[config.mk]
export PLATFORM = sky130hd
export DESIGN_NAME = sram_bus_arbiter
export DESIGN_NICKNAME = d
export VERILOG_FILES = /design/src/rtl/sram_bus_arbiter.sv
export SDC_FILE = /design/constraint.sdc
export NUM_CORES = 1
export LEC_CHECK = 0
export BUFFER_PORTS_ARGS = -buffer_cell sky130_fd_sc_hd__buf_2
export CORE_AREA = 2 2 123 125
export CTS_CLUSTER_SIZE = 40
export DETAILED_ROUTE_END_ITERATION = 12
export DIE_AREA = 0 0 125 127
export MAX_ROUTING_LAYER = met4
export SETUP_SLACK_MARGIN = 0.02
export SLEW_MARGIN = 0
export SYNTH_ARGS = -nofsm -noshare
export SYNTH_HDL_FRONTEND = slang
export SYNTH_HIERARCHICAL = 1
export SYNTH_SLANG_ARGS = --single-unit
[constraint.sdc]
create_clock -name clk -period 6.1 [get_ports clk]
set_input_delay 0.305 -clock clk [delete_from_list [all_inputs] [get_ports clk]]
set_output_delay 0.305 -clock clk [all_outputs]
set_load 0.005 [all_outputs]
[src/rtl/sram_bus_arbiter.sv]
// rtl/sram_bus_arbiter.sv - two-requester SRAM-like bus arbiter with in-order response routing
// Data side has fixed priority; a grant stays locked until its address handshake completes.

module sram_bus_arbiter_owner_q #(
    parameter int DEPTH = 4
) (
    input  logic                     clk,
    input  logic                     reset,
    input  logic                     push,
    input  logic                     push_owner,
    input  logic                     pop,
    output logic                     head,
    output logic [$clog2(DEPTH):0]   count
);
    localparam int AW = $clog2(DEPTH);
    localparam logic [AW-1:0] PTR_ONE = 1;
    localparam logic [AW:0]   CNT_ONE = 1;

    logic [DEPTH-1:0] r_owner;
    logic [AW-1:0]    r_wr_ptr;
    logic [AW-1:0]    r_rd_ptr;
    logic [AW:0]      r_count;

    always_ff @(posedge clk) begin
        if (reset) begin
            r_owner  <= '0;
            r_wr_ptr <= '0;
            r_rd_ptr <= '0;
            r_count  <= '0;
        end else begin
            if (push) begin
                r_owner[r_wr_ptr] <= push_owner;
                r_wr_ptr          <= r_wr_ptr + PTR_ONE;
            end
            if (pop) begin
                r_rd_ptr <= r_rd_ptr + PTR_ONE;
            end
            case ({push, pop})
                2'b10:   r_count <= r_count + CNT_ONE;
                2'b01:   r_count <= r_count - CNT_ONE;
                default: r_count <= r_count;
            endcase
        end
    end

    assign head  = r_owner[r_rd_ptr];
    assign count = r_count;
endmodule

module sram_bus_arbiter #(
    parameter int MAX_OUTSTANDING = 4
) (
    input  logic        clk,
    input  logic        reset,
    input  logic        inst_req,
    input  logic        inst_wr,
    input  logic [1:0]  inst_size,
    input  logic [3:0]  inst_wstrb,
    input  logic [31:0] inst_addr,
    input  logic [31:0] inst_wdata,
    output logic        inst_addr_ok,
    output logic        inst_data_ok,
    output logic [31:0] inst_rdata,
    input  logic        data_req,
    input  logic        data_wr,
    input  logic [1:0]  data_size,
    input  logic [3:0]  data_wstrb,
    input  logic [31:0] data_addr,
    input  logic [31:0] data_wdata,
    output logic        data_addr_ok,
    output logic        data_data_ok,
    output logic [31:0] data_rdata,
    output logic        mem_req,
    output logic        mem_wr,
    output logic [1:0]  mem_size,
    output logic [3:0]  mem_wstrb,
    output logic [31:0] mem_addr,
    output logic [31:0] mem_wdata,
    input  logic        mem_addr_ok,
    input  logic        mem_data_ok,
    input  logic [31:0] mem_rdata
);
    localparam int CW = $clog2(MAX_OUTSTANDING) + 1;
    localparam logic [CW-1:0] FULL_COUNT = CW'(MAX_OUTSTANDING);

    typedef enum logic [1:0] {
        IDLE   = 2'd0,
        LOCK_I = 2'd1,
        LOCK_D = 2'd2
    } state_t;

    state_t        r_state;
    state_t        w_next_state;
    logic          w_grant_i;
    logic          w_grant_d;
    logic          w_full;
    logic          w_push;
    logic          w_pop;
    logic          w_head;
    logic [CW-1:0] w_count;

    assign w_full = (w_count == FULL_COUNT);

    always_ff @(posedge clk) begin
        if (reset) begin
            r_state <= IDLE;
        end else begin
            r_state <= w_next_state;
        end
    end

    // In IDLE a grant that misses mem_addr_ok is pinned until memory accepts it.
    always_comb begin
        w_next_state = r_state;
        w_grant_i    = 1'b0;
        w_grant_d    = 1'b0;
        if (!reset) begin
            case (r_state)
                IDLE: begin
                    if (!w_full) begin
                        if (data_req) begin
                            w_grant_d = 1'b1;
                            if (!mem_addr_ok) w_next_state = LOCK_D;
                        end else if (inst_req) begin
                            w_grant_i = 1'b1;
                            if (!mem_addr_ok) w_next_state = LOCK_I;
                        end
                    end
                end
                LOCK_I: begin
                    w_grant_i = 1'b1;
                    if (mem_addr_ok) w_next_state = IDLE;
                end
                LOCK_D: begin
                    w_grant_d = 1'b1;
                    if (mem_addr_ok) w_next_state = IDLE;
                end
                default: w_next_state = IDLE;
            endcase
        end
    end

    always_comb begin
        mem_wr    = 1'b0;
        mem_size  = 2'd0;
        mem_wstrb = 4'd0;
        mem_addr  = 32'd0;
        mem_wdata = 32'd0;
        if (w_grant_d) begin
            mem_wr    = data_wr;
            mem_size  = data_size;
            mem_wstrb = data_wstrb;
            mem_addr  = data_addr;
            mem_wdata = data_wdata;
        end else if (w_grant_i) begin
            mem_wr    = inst_wr;
            mem_size  = inst_size;
            mem_wstrb = inst_wstrb;
            mem_addr  = inst_addr;
            mem_wdata = inst_wdata;
        end
    end

    assign mem_req      = w_grant_i | w_grant_d;
    assign inst_addr_ok = w_grant_i & mem_addr_ok;
    assign data_addr_ok = w_grant_d & mem_addr_ok;

    assign w_push = mem_req & mem_addr_ok;
    assign w_pop  = !reset & mem_data_ok & (w_count != '0);

    sram_bus_arbiter_owner_q #(
        .DEPTH (MAX_OUTSTANDING)
    ) u_owner_q (
        .clk        (clk),
        .reset      (reset),
        .push       (w_push),
        .push_owner (w_grant_d),
        .pop        (w_pop),
        .head       (w_head),
        .count      (w_count)
    );

    assign inst_data_ok = w_pop & !w_head;
    assign data_data_ok = w_pop & w_head;
    assign inst_rdata   = mem_rdata;
    assign data_rdata   = mem_rdata;
endmodule

==> key figures <==
Worst hold path
  • Hold path depth: 3
  • Worst hold path type: in2reg
  • Hold path start: data_req
  • Hold Crit Endpoint: r_state[1]$_SDFFE_PP0P_

Job
  • Max Cap Viol: 0

Power
  • Power share of the combinational group: 70.1%
  • Sw power: 0.000368 W
  • VDD IR max: 0.129 mV
  • Leak: 1.96 nW
  • Internal Power: 0.000400 W
  • Final Power: 0.000768 W
  • Seq pwr share: 13.7%
  • Clock share of power: 16.2%
  • Switching Fraction: 47.9%
  • Pwr dens: 193 mW/mm²

Clocking
  • CTS buffer count: 3
  • TritonCTS clock tree: done
  • CTS max path bufs: 2
  • Post-CTS Setup Inserts: 0
  • Root buf cell: clkbuf_16
  • Number of clock sinks: 13
  • # resized after CTS: 0
  • Clock Pin Slew Worst Setup and Hold Paths: 0.04 ns
  • Clock latency on the worst-skew pair: 0.24 ns
  • Cts hold-fix bufs: 0
  • CTS H-tree depth: 1

Floorplanning
  • Total Die Area: 0.0159 mm²
  • I/O pin count: 320
  • Starting density of the core: 21.9%
  • Die height: 127 µm
  • Core ar.: 0.0144 mm²
  • Rows: 44
  • Die Width: 125 µm

Synth
  • Most common cell in the netlist: inv_1
  • Area leader, netlist: o32ai_1
  • Syn nets: 671
  • Synthesized flop and latch total: 13
  • Top post-synthesis cells by count: inv_1, buf_4, o32ai_1, nor2b_1, o21ai_0
  • Count of cell types in the netlist: 32
  • Synth Cell Area: 0.00316 mm²
  • Synth warnings: 6
  • Top-area cell type share of the netlist area: 20.2%
  • Prevailing post-synth register cell: dfxtp_1
  • Number of synthesized flops with an enable pin: 0
  • Gate Count Post-Synth: 482
  • FFs w/ async S/R, synth: 0%
  • Seq/Total Area, Yosys: 8.22%
  • Mean Syn Cell Area: 6.56 µm²
  • Largest cells by area after synthesis: o32ai_1, buf_4, nor2b_1

GRT
  • Largest net degree at the start of global routing: 83
  • Congestion Overflow GR: 0
  • First-pass GRT wire length: 16.3 mm
  • GRT Overall Usage: 12.3%
  • Initial antenna violation count: 0
  • Vias in the first global route: 3259

Worst setup path
  • FF-to-FF End: u_owner_q/count[2]$_SDFFE_PP0P_
  • Worst Setup End Kind: flip-flop
  • CP max-delay cell: a21oi_1
  • Reg-to-Reg Start: r_state[0]$_SDFFE_PP0P_
  • Max FO, Critical Path: 74
  • R2R setup slack: 2.61 ns
  • Worst R2R Path Depth: 11
  • Crit path kind: reg2reg
  • Crit start category: flip-flop
  • Crit-path cells: inv_1 > ha_1 > a41oi_4 > buf_4 > a21oi_1 > inv_1 > ha_1 > fa_1 > xnor2_1 > or3_1 > a21oi_1
  • CP Data Required Time: 6.27 ns
  • Crit path from: r_state[0]$_SDFFE_PP0P_
  • Worst path max stage delay: 0.75 ns
  • WP data arrival: 3.65 ns

Placed design
  • Port bufs: 223
  • Post-detail-place hpwl: 7.72 mm
  • Dpl cells: 783
  • Final RePlAce weighted congestion: 0.754

Drt
  • Remaining DRCs: 0
  • DRT antenna net count: 0
  • DR vias: 3643
  • Number of DRC markers in iteration 0: 145
  • Routed WL per cell: 13.3 µm
  • Via density per instance: 4.63
  • Routed Wire Length: 10.5 mm
  • 1st-pass router iterations: 4

Finish
  • Antenna fix cells: 0
  • Non-filler cells, final: 787
  • Layout cell share with drive strength beyond 1: 39.6%
  • Final #Nets: 793
  • Area Overhead vs Synth: 26.0%

STA
  • Final Hold Fails: 0
  • Period minus WS final: 3.49 ns
  • Slew headroom: 44.7%
  • Final setup violation count: 0
  • Period Utilization, post-route: 57.1%
  • RSZ-0062 raised after global routing: false
  • Clock skew: 0.00189 ns
  • Setup TNS: 0 ns
  • Fin. max-slew vios: 0
  • Pin slew with the least headroom to its limit: 0.830 ns
  • Max Freq: 287 MHz

Outcome
  • Status: completed
## worst max-delay path by stage
stage / to / slack (ns) / cells past startpoint
floorplan: u_owner_q/count[2]$_SDFFE_PP0P_ / 3.55 / 12
global placement: u_owner_q/count[2]$_SDFFE_PP0P_ / 2.65 / 11
detailed placement: u_owner_q/count[2]$_SDFFE_PP0P_ / 2.57 / 11
CTS: u_owner_q/count[2]$_SDFFE_PP0P_ / 2.55 / 11
global route: u_owner_q/count[2]$_SDFFE_PP0P_ / 2.33 / 11
finish: u_owner_q/count[2]$_SDFFE_PP0P_ / 2.61 / 11
## final cells by class
type,count,area [µm²]
timing repair buffer,229,1160
clock buffer,4,78.8
multi-input combinational,280,1960
sequential,13,260
tap,184,230
inverter,77,289
fill,1637,10400
## per-layer routing
metal  vias to the layer above  GRT usage, %  wire (µm)
met2                       173          20.5       4940
li1                       1829             -          -
met1                      1622          15.6       4510
met4                         0          2.55        136
met5                         -             -          0
met3                        19          2.55        903
## cells in the final DEF, fill, tap and decap left out, types with 2 or more instances in the layout
master     instances
buf_2            222
inv_1             77
o32ai_1           73
nor2b_1           72
o21ai_0           72
dfxtp_1           13
nor2_1             9
nand2_1            9
ha_1               8
a21oi_1            7
buf_4              7
nand3_1            4
nor3b_1            3
clkbuf_16          3
xnor2_1            3
nand2b_1           2
mux2i_1            2
xor2_1             2
## through the flow
step                setup WS (ns)  hold slack, ns  utilization, %  area, µm²
finish                       2.61           0.432            27.6       3990
global route                 2.33           0.467            27.6       3990
CTS                          2.55           0.430            27.6       3990
detailed placement           2.57           0.452            27.1       3910
global placement             2.65           0.449            27.1       3910
floorplan                    3.55           0.374               -       3160
## kinds of logic (layout without fill, tap and decap cells)
group / Yosys count / in the layout / synth area share [%]
multiplexers: 4 / 4 / 1.70
XOR/XNOR: 5 / 5 / 1.38
AO/OA/AOI/OAI: 156 / 156 / 33.6
AND/OR/NAND/NOR: 106 / 106 / 19.9
buffers and inverters: 189 / 310 / 31.4
adder cells (fa/ha/maj): 9 / 9 / 3.80
flip-flops: 13 / 13 / 8.22
## critical path, delay by kind of cell (launching register included)
family	cells	cell delay [ns]
simple gates	1	0.30
fa+ha+maj	3	1.04
xor+xnor	1	0.14
flops	1	0.31
buf+inv	3	0.59
compound gates	3	1.02
## power by group through the flow
| stage | Clock [W] | Combinational (W) | Sequential (W) |
|---|---|---|---|
| detailed placement | 0 | 0.000542 | 0.000107 |
| floorplan | 0 | 0.000383 | 0.000104 |
| finish | 0.000124 | 0.000538 | 0.000105 |
| CTS | 0.000128 | 0.000543 | 0.000106 |
| global placement | 0 | 0.000542 | 0.000107 |
| global route | 0.000131 | 0.000598 | 0.000108 |
## state kept, by name (all words and copies together), names as in the netlist
signal,cells
r_state,2
u_owner_q/count,3
u_owner_q/r_rd_ptr,2
u_owner_q/r_owner,4
u_owner_q/r_wr_ptr,2
No activity file was read; power rests on OpenSTA's default activity.
